===== src/rtl/insn_encode_pkg.sv =====
`default_nettype none
// +--------------------------------------------------------------------------+
// | Module      : insn_encode_pkg                                            |
// | Description : MIPS instruction-format constants, field positions and the |
// |               word-packing helper used by the encoder. The decode stage  |
// |               imports the same constants so the two cannot drift apart.  |
// | Revision    : 1.0 - initial release                                      |
// +--------------------------------------------------------------------------+
package insn_encode_pkg;

  typedef enum logic [1:0] {
    INSN_R   = 2'd0,
    INSN_I   = 2'd1,
    INSN_J   = 2'd2,
    INSN_ILL = 2'd3
  } insn_type_e;

  // Field bit positions inside a 32-bit MIPS word
  localparam int OP_MSB = 31;
  localparam int RS_LSB = 21;
  localparam int RT_LSB = 16;
  localparam int RD_LSB = 11;
  localparam int SH_LSB = 6;

  localparam logic [5:0] OP_RTYPE = 6'h00;

  typedef struct packed {
    logic [5:0]  opcode;
    logic [4:0]  rs;
    logic [4:0]  rt;
    logic [4:0]  rd;
    logic [4:0]  shift_amount;
    logic [5:0]  funct;
    logic [15:0] immediate;
    logic [25:0] j_address;
  } insn_fields_t;

  // Fields that a format does not use are simply not placed into the word.
  // The illegal type packs to zero; callers never store it.
  function automatic logic [31:0] pack_insn(input insn_type_e t, input insn_fields_t f);
    logic [31:0] w;
    w = '0;
    case (t)
      INSN_R: begin
        w[OP_MSB -: 6] = OP_RTYPE;
        w[RS_LSB +: 5] = f.rs;
        w[RT_LSB +: 5] = f.rt;
        w[RD_LSB +: 5] = f.rd;
        w[SH_LSB +: 5] = f.shift_amount;
        w[5:0]         = f.funct;
      end
      INSN_I: begin
        w[OP_MSB -: 6] = f.opcode;
        w[RS_LSB +: 5] = f.rs;
        w[RT_LSB +: 5] = f.rt;
        w[15:0]        = f.immediate;
      end
      INSN_J: begin
        w[OP_MSB -: 6] = f.opcode;
        w[25:0]        = f.j_address;
      end
      default: w = '0;
    endcase
    return w;
  endfunction

endpackage
`default_nettype wire


===== src/rtl/insn_encode_fifo.sv =====
`default_nettype none
// +--------------------------------------------------------------------------+
// | Module      : insn_fifo                                                  |
// | Description : Synchronous FIFO, power-of-two depth, registered occupancy |
// |               count. Push while full is allowed only together with a pop.|
// |               Ports: clock, reset_n (async low), push/push_data,         |
// |               pop/pop_data (head, valid when !empty), full, empty, count.|
// | Revision    : 1.0 - initial release                                      |
// +--------------------------------------------------------------------------+
module insn_fifo #(
  parameter int WIDTH = 32,
  parameter int DEPTH = 4
) (
  input  logic                     clock,
  input  logic                     reset_n,
  input  logic                     push,
  input  logic [WIDTH-1:0]         push_data,
  input  logic                     pop,
  output logic [WIDTH-1:0]         pop_data,
  output logic                     full,
  output logic                     empty,
  output logic [$clog2(DEPTH):0]   count
);

  localparam int PTR_W = $clog2(DEPTH);
  localparam logic [PTR_W:0] c_full_cnt = (PTR_W+1)'(DEPTH);

  logic [WIDTH-1:0] r_mem [DEPTH];
  logic [PTR_W-1:0] r_wr_ptr;
  logic [PTR_W-1:0] r_rd_ptr;
  logic [PTR_W:0]   r_count;
  logic             w_do_push;
  logic             w_do_pop;

  assign w_do_pop  = pop & (r_count != '0);
  assign w_do_push = push & ((r_count != c_full_cnt) | w_do_pop);

  // Storage carries no reset; only the pointers/count define validity.
  always_ff @(posedge clock) begin
    if (w_do_push) begin
      r_mem[r_wr_ptr] <= push_data;
    end
  end

  // Pointers wrap naturally because DEPTH is a power of two.
  always_ff @(posedge clock or negedge reset_n) begin
    if (!reset_n) begin
      r_wr_ptr <= '0;
      r_rd_ptr <= '0;
      r_count  <= '0;
    end else begin
      if (w_do_push) r_wr_ptr <= r_wr_ptr + 1'b1;
      if (w_do_pop)  r_rd_ptr <= r_rd_ptr + 1'b1;
      case ({w_do_push, w_do_pop})
        2'b10:   r_count <= r_count + 1'b1;
        2'b01:   r_count <= r_count - 1'b1;
        default: r_count <= r_count;
      endcase
    end
  end

  assign pop_data = r_mem[r_rd_ptr];
  assign full     = (r_count == c_full_cnt);
  assign empty    = (r_count == '0);
  assign count    = r_count;

endmodule
`default_nettype wire


===== src/rtl/insn_encode.sv =====
`default_nettype none
// +--------------------------------------------------------------------------+
// | Module      : insn_encode                                                |
// | Description : Packs instruction fields into 32-bit MIPS words and streams|
// |               them with byte addresses to the instruction-memory write   |
// |               port through an elastic FIFO.                              |
// |   clock, reset_n      : clock, asynchronous active-low reset             |
// |   in_valid/in_ready   : field-bundle handshake                           |
// |   insn_type, opcode, rs, rt, rd, shift_amount, funct, immediate,         |
// |   j_address           : instruction fields                               |
// |   out_valid/out_ready : word handshake; out_insn, out_addr payload       |
// |   err_illegal         : sticky illegal-type flag                         |
// |   words_sent          : saturating count of delivered words              |
// | Revision    : 1.0 - initial release                                      |
// +--------------------------------------------------------------------------+
module insn_encode
  import insn_encode_pkg::*;
#(
  parameter int          DEPTH     = 4,
  parameter int          ADDR_W    = 32,
  parameter logic [31:0] BASE_ADDR = 32'h0
) (
  input  logic              clock,
  input  logic              reset_n,
  input  logic              in_valid,
  output logic              in_ready,
  input  logic [1:0]        insn_type,
  input  logic [5:0]        opcode,
  input  logic [4:0]        rs,
  input  logic [4:0]        rt,
  input  logic [4:0]        rd,
  input  logic [4:0]        shift_amount,
  input  logic [5:0]        funct,
  input  logic [15:0]       immediate,
  input  logic [25:0]       j_address,
  output logic              out_valid,
  input  logic              out_ready,
  output logic [31:0]       out_insn,
  output logic [ADDR_W-1:0] out_addr,
  output logic              err_illegal,
  output logic [15:0]       words_sent
);

  localparam logic [ADDR_W-1:0]          c_base_addr = ADDR_W'(BASE_ADDR);
  localparam logic [ADDR_W-1:0]          c_word_step = ADDR_W'(4);
  localparam logic [$clog2(DEPTH):0]     c_depth_cnt = ($clog2(DEPTH)+1)'(DEPTH);

  insn_fields_t              w_fields;
  logic [31:0]               w_packed;
  logic                      w_is_ill;
  logic                      w_accept;
  logic                      w_push;
  logic                      w_pop;
  logic [31:0]               w_head;
  logic                      w_full;
  logic                      w_empty;
  logic [$clog2(DEPTH):0]    w_count;
  logic [ADDR_W-1:0]         r_addr;
  logic                      r_err;
  logic [15:0]               r_words;

  assign w_fields = '{opcode:       opcode,
                      rs:           rs,
                      rt:           rt,
                      rd:           rd,
                      shift_amount: shift_amount,
                      funct:        funct,
                      immediate:    immediate,
                      j_address:    j_address};

  assign w_packed = pack_insn(insn_type_e'(insn_type), w_fields);
  assign w_is_ill = (insn_type_e'(insn_type) == INSN_ILL);

  // in_ready only looks at registered occupancy, never at out_ready; it is
  // also held low while reset is asserted.
  assign in_ready = ~w_full & reset_n;
  assign w_accept = in_valid & in_ready;
  // Illegal bundles are consumed but never reach the FIFO.
  assign w_push   = w_accept & ~w_is_ill;
  assign w_pop    = out_valid & out_ready;

  insn_fifo #(
    .WIDTH (32),
    .DEPTH (DEPTH)
  ) u_fifo (
    .clock     (clock),
    .reset_n   (reset_n),
    .push      (w_push),
    .push_data (w_packed),
    .pop       (w_pop),
    .pop_data  (w_head),
    .full      (w_full),
    .empty     (w_empty),
    .count     (w_count)
  );

  always_ff @(posedge clock or negedge reset_n) begin
    if (!reset_n) begin
      r_addr  <= c_base_addr;
      r_err   <= 1'b0;
      r_words <= '0;
    end else begin
      if (w_pop) begin
        r_addr <= r_addr + c_word_step;
        if (r_words != 16'hFFFF) begin
          r_words <= r_words + 16'd1;
        end
      end
      if (w_accept && w_is_ill) begin
        r_err <= 1'b1;
      end
    end
  end

  assign out_valid   = ~w_empty;
  // Stale storage is masked so the word bus reads zero when nothing is queued.
  assign out_insn    = w_empty ? 32'h0 : w_head;
  assign out_addr    = r_addr;
  assign err_illegal = r_err;
  assign words_sent  = r_words;

  a_count_bound: assert property (@(posedge clock) disable iff (!reset_n)
                                  (w_count <= c_depth_cnt));

endmodule
`default_nettype wire


===== config.mk =====
export PLATFORM = sky130hd
export DESIGN_NAME = insn_encode
export DESIGN_NICKNAME = d
export VERILOG_FILES = /design/src/rtl/insn_encode_pkg.sv /design/src/rtl/insn_encode_fifo.sv /design/src/rtl/insn_encode.sv
export SDC_FILE = /design/constraint.sdc
export NUM_CORES = 1
export LEC_CHECK = 0
export BUFFER_PORTS_ARGS = -buffer_cell sky130_fd_sc_hd__buf_2
export CORE_AREA = 8 8 152 154
export DETAILED_ROUTE_END_ITERATION = 10
export DIE_AREA = 0 0 160 162
export PLACE_DENSITY = 0.7
export REMOVE_ABC_BUFFERS = 1
export SLEW_MARGIN = 20
export SYNTH_ARGS = -nofsm -noshare
export SYNTH_HDL_FRONTEND = slang
export SYNTH_SLANG_ARGS = --single-unit

===== constraint.sdc =====
create_clock -name clock -period 3 [get_ports clock]
set_input_delay 0.6 -clock clock [delete_from_list [all_inputs] [get_ports clock]]
set_output_delay 0.6 -clock clock [all_outputs]
set_load 0.1 [all_outputs]

==> results of run 1 <==
## flip-flops by register name (all words and copies together), names as in the netlist
signal           count
u_fifo.r_rd_ptr      2
u_fifo.r_mem       128
err_illegal          1
out_addr            30
u_fifo.r_wr_ptr      2
words_sent          16
u_fifo.count         3
## area by class of cell
cell class	instances	share of cell area (%)
Sequential cell	182	53.6
Inverter	20	0.775
Clock buffer	18	4.43
Clock inverter	14	1.34
Multi-Input combinational cell	302	26.5
Tap cell	275	3.55
Timing Repair Buffer	174	9.76
## path summary, 6_finish.rpt
check,startpoint,endpoint,slack (ns)
worst min register to register,out_addr[31],out_addr[31],0.48
min in group clock,out_addr[31],out_addr[31],0.48
worst min-delay path,reset_n,u_fifo.r_rd_ptr[0],0.32
worst max-delay path,u_fifo.r_rd_ptr[1],out_insn[3],0.17
worst max register to register,u_fifo.count[2],u_fifo.r_mem[1][24],0.66
max in group asynchronous,reset_n,u_fifo.r_rd_ptr[1],2.19
## worst max-delay path, cell delays in order (launching register included)
cell and delay (ns):
dfrtp_2 0.75, buf_4 0.28, mux4_2 0.20, nor2b_1 0.13
buf_2 0.44
## Yosys cell counts (2+ instances only)
library cell	n	area, µm²
and2_1	12	75.1
and3_1	3	18.8
and4_1	2	17.5
buf_2	10	50.1
buf_4	4	30.0
clkbuf_1	10	37.5
dfrtp_1	54	1350
edfxtp_1	128	3840
ha_1	7	87.6
inv_1	19	71.3
mux2i_1	17	170
mux4_2	32	721
nand2_1	44	165
nand3_1	20	100
nand4_1	13	81.3
nand4_2	2	25.0
nand4b_1	3	26.3
nor2_1	7	26.3
nor2b_1	34	213
nor3_1	5	25.0
nor4_1	4	25.0
nor4_4	2	42.5
nor4b_1	2	17.5
o21ai_0	27	135
xnor2_1	36	315
xor2_1	15	131
## cell usage in the layout (no fill, tap or decap), types with 2 or more instances in the layout
master      synthesis  layout
edfxtp_1          128     128
clkbuf_16           0      17
nor4_4              2       2
nor2b_1            34      33
nand3_1            20      20
inv_1              19      19
nor2_1              7       7
dfrtp_1            54      52
and2_1             12       8
dfrtp_2             0       2
nor3_1              5       5
ha_1                7       7
and4_1              2       2
xnor2_1            36      36
o21ai_0            27      27
and3_1              3       3
xor2_1             15      15
clkinvlp_4          0       4
inv_6               0       2
nor4b_1             2       2
nand4b_1            3       3
mux4_2             32      32
inv_8               0       7
conb_1              1       2
buf_12              0       3
buf_4               4      12
nand4_1            13      13
nand2_1            44      44
nor4_1              4       4
buf_2              10     159
and2_2              0       4
mux2i_1            17      17
nand4_2             2       2
## power by group
part | switching (W) | total [W] | internal, W | leakage (nW)
Sequential | 0.000289 | 0.00330 | 0.00301 | 1.88
Clock | 0.00101 | 0.00211 | 0.00110 | 0.264
Combinational | 0.00383 | 0.00495 | 0.00112 | 1.78
Total | 0.00513 | 0.0104 | 0.00523 | 3.93
## per-layer routing
metal  vias up  global-route usage [%]
met5         -                       0
met4         4                    3.74
met3        13                    5.21
met2       166                    22.6
met1      2370                    17.3
li1       2267                       -
## cells by family after synthesis
kind of cell | Yosys count | synth area share, %
other | 1 | 0.0473
multiplexers | 51 | 11.6
AO/OA/AOI/OAI | 30 | 2.00
AND/OR/NAND/NOR | 160 | 11.5
buffers and inverters | 44 | 2.43
flip-flops | 182 | 65.5
XOR/XNOR | 51 | 5.63
adder cells (fa/ha/maj) | 8 | 1.36
## metrics by stage
stage | setup slack (ns) | setup TNS, ns | area [µm²] | utilization, %
after floorplan | -0.810 | -25.93 | 7820 | -
after global placement | 0.577 | 0 | 9130 | 44.1
after detailed placement | 0.582 | 0 | 9130 | 44.1
after CTS | 0.111 | 0 | 9690 | 46.8
after global routing | 0.0156 | 0 | 9690 | 46.8
final | 0.166 | 0 | 9690 | 46.8
==> results.yml, run 1 <==
drt:
  ant_nets: 0
  wl_met1_um: 7810
  first_pass_iters: 5
  drcViolationCount: 0
  viasPerCell: 4.89
  drt_iter0_markers: 293
  num_vias: 4820
  route.met2.wl_um: 8230
  wire_per_inst_um: 17.8
  wirelength_um: 17600
  top_layer_used: "met5"
  met3_length_um: 1360
cts:
  cts_setup_buffers: 0
  cts_buffers: 17
  cts_tree: "built"
  hold_buffers: 0
  clkSlewWorstSetupHoldPaths_ns: 0.07
  clkLatencyLatePin_ns: 0.43
  htree_levels: 4
  cts_num_sinks: 182
  root_buffer: "clkbuf_16"
  cts_buffer_depth: 2
  cts_resized: 0
die:
  io_pins: 163
  die-area_mm2: 0.0259
  initial_core_util_pct: 38.3
  core.rowCount: 53
  core_mm2: 0.0207
  fp.dieW_um: 160
  die_h_um: 162
placed_design:
  place_hpwl_um: 12200
  io_buffers: 160
  dp_cells: 953
  gp_congestion: 0.771
setup_path:
  cp-start-kind: "flip-flop"
  worstRegToRegCells: 4
  setup.worst_path.class: "reg2out"
  crit_fanout: 23
  arrival_ns: 2.23
  worstPathRequired_ns: 2.40
  end_kind: "output pin"
cells_and_area:
  multi_input_area_mm2: 0.00257
  area_delta_synth_final_pct: 22.1
  diodes: 0
  seqCellArea_mm2: 0.00520
  post_route_cells_drive_above_1_share_pct: 35.9
  final-instance-count-excl-fill: 985
  nFillCells: 1843
  final_nets: 785
power_and_ir_drop:
  total_power_w: 0.0104
  leakagePower_nw: 3.93
  power_density_mw_per_mm2: 1070
  ir_drop_uv: 1320
timing:
  hold_viol_final: 0
  max_freq_ghz: 0.353
  fin_skew_ns: 0.00835
  finalMaxSlewViolations: 0
  timing.hold.ws_ns: 0.322
  tightest_slew_ns: 0.911
  slew-limit-headroom_pct: 39.3
  setup_viol: 0
  period_minus_slack_ns: 2.83
  rsz0062_at_grt: "false"
  finalCritPeriodShare_pct: 94.5
grt:
  track_usage_pct: 13.9
  grt_remaining_overflow: 0
  antenna_found_initial: 2
  grt_pass1_vias: 5177
  grt_max_degree: 56
  grt_pass1_wl_um: 28200
yosys:
  synth-edff-count: 128
  ys_seq_elements: 182
  async_flop_share_pct: 29.7
  synth_warnings: 0
  synth_cell_types: 41
  synthFlopType: "edfxtp_1"
  syn_inst: 527
  synth_area_mm2: 0.00793
  syn_area_per_cell_um2: 15.1
  ys_seq_area_share_pct: 65.5
hold_path:
  min_path_type: "in2async"
flow_run:
  maxCapViolCount: 0
outcome:
  status: "finished, final reports clean"
No activity file was read; power rests on OpenSTA's default activity.
==> inputs of run 2 (changes only) <==
- CORE_AREA: 8 8 152 154 -> 8 8 117 200
- DIE_AREA: 0 0 160 162 -> 0 0 125 208
- PLACE_DENSITY: 0.7 -> 0.69
==> results.yml, run 2 (same netlist as run 1, synthesis figures left out) <==
cts:
  hold_buffers: 0
  cts_buffer_depth: 2
  root_buffer: "clkbuf_16"
  cts_setup_buffers: 0
  cts_tree: "built"
  cts_resized: 0
  clkSlewWorstSetupHoldPaths_ns: 0.07
  cts_buffers: 17
  htree_levels: 4
  cts_num_sinks: 182
  clkLatencyLatePin_ns: 0.42
die:
  die_h_um: 208
  die-area_mm2: 0.0260
  fp.dieW_um: 125
  io_pins: 163
  core.rowCount: 70
  core_mm2: 0.0207
  initial_core_util_pct: 38.4
grt:
  grt_max_degree: 55
  grt_remaining_overflow: 0
  grt_use_met3_pct: 4.51
  grt.met1_usage_pct: 15.8
  antenna_found_initial: 0
  grt_pass1_wl_um: 29200
  grt.met2_usage_pct: 25.7
  grt_pass1_vias: 5336
  top_usage_layer: "met2"
  track_usage_pct: 14.4
cells_and_area:
  nFillCells: 1903
  diodes: 0
  largest_register_ffs: 128
  final_nets: 791
  fin_util_pct: 47.3
  area_delta_synth_final_pct: 23.2
  final_common_cell: "buf_2"
  post_route_cells_drive_above_1_share_pct: 36.7
  regMostFlops: "u_fifo.r_mem"
  final_area_mm2: 0.00978
  final_cell_mix: "159 x buf_2, 128 x edfxtp_1, 52 x dfrtp_1"
  final-instance-count-excl-fill: 968
setup_path:
  regToRegSetupSlack_ns: 0.68
  cpLargestDelayFamily: "buffers and inverters"
  end_kind: "output pin"
  r2r-end: "u_fifo.count[2]"
  timing.rr.start: "u_fifo.count[1]"
  worstRegToRegCells: 10
  cp-start-kind: "flip-flop"
  crit_path_top_delay_cell: "dfrtp_2"
  cp_cell_sequence: "buf_4, mux4_2, nor2b_1, buf_2"
  path_buf_inv: 2
  setup.worst_path.class: "reg2out"
  crit_cells: 4
  worstPathRequired_ns: 2.40
  endpoint: "out_insn[8]"
  crit_fanout: 7
  arrival_ns: 2.13
  critPathLaunch: "u_fifo.r_rd_ptr[0]"
  slowest_delay_ns: 0.51
drt:
  num_vias: 4878
  viasPerCell: 5.04
  drcViolationCount: 0
  wirelength_um: 18100
  wire_per_inst_um: 18.7
  ant_nets: 0
  drt_iter0_markers: 257
  first_pass_iters: 5
timing:
  fin_skew_ns: 0.00882
  worst_slack_ns: 0.266
  rsz0062_at_grt: "false"
  max_freq_ghz: 0.366
  setup_viol: 0
  period_minus_slack_ns: 2.73
  hold_viol_final: 0
  finalCritPeriodShare_pct: 91.1
  finalMaxSlewViolations: 0
  fin_setup_tns_ns: 0
  tightest_slew_ns: 0.679
  slew-limit-headroom_pct: 54.8
placed_design:
  placed_area_mm2: 0.00920
  gp_congestion: 0.752
  dp_cells: 936
  io_buffers: 160
  place_hpwl_um: 12700
  place_ws_ns: 0.676
outcome:
  status: "finished, final reports clean"
flow_run:
  maxCapViolCount: 0
power_and_ir_drop:
  ir_drop_uv: 699
  leakagePower_nw: 3.98
  power_density_mw_per_mm2: 1070
hold_path:
  min_path_type: "in2async"
==> run 2: cell types whose count changed in the layout (fill, tap and decap cells not counted), sizes merged <==
cell      previous run  this run
bufinv               0         2
clkinvlp             4         6
clkbuf              18        17
inv                 29        22
clkinv               1         5
buf                174       180
==> run 2: layer usage <==
layer / share of wire, % / vias up
li1: - / 2288
met1: 40 / 2452
met2: 54 / 126
met3: 5.3 / 12
met4: 0.97 / 0
met5: 0 / -
==> run 2: how the worst min path moves through the flow <==
stage                         to  depth (start not counted)         start  slack [ns]
finish               err_illegal                          2       reset_n        0.37
CTS                  err_illegal                          2       reset_n        0.39
detailed placement  out_addr[31]                          1  out_addr[31]        0.48
floorplan            err_illegal                          0       reset_n        0.30
global placement    out_addr[31]                          1  out_addr[31]        0.45
global route         err_illegal                          2       reset_n        0.42
==> run 2: worst reg2reg max path, cell delays in order (launching register included) <==
cell     delay (ns)
dfrtp_1        0.44
or3b_1         0.45
nand3_1        0.18
a21oi_2        0.10
inv_1          0.08
ha_1           0.17
inv_1          0.06
fa_1           0.37
xor2_1         0.15
nor2_1         0.11
xor2_1         0.14
==> run 2: stage by stage <==
step | hold slack [ns] | power (W)
after floorplan | 0.304 | 0.00739
after global placement | 0.454 | 0.00844
after detailed placement | 0.480 | 0.00847
after CTS | 0.394 | 0.0107
after global routing | 0.424 | 0.0109
final | 0.369 | 0.0105
==> run 2: layout make-up <==
class,count,area (µm²),share of cell area [%]
clock buffers,17,425,4.35
clock inverters,15,155,1.59
inverters,20,75.1,0.768
multi-input cells,302,2580,26.4
flip-flops and latches,182,5200,53.2
well taps,252,315,3.22
repair buffers,180,1030,10.5
==> run 2: report_power, final <==
group          switching (W)  internal (W)  total, W
sequential          0.000249       0.00301   0.00326
combinational        0.00390       0.00118   0.00508
clock               0.000944       0.00123   0.00217
total                0.00510       0.00541    0.0105
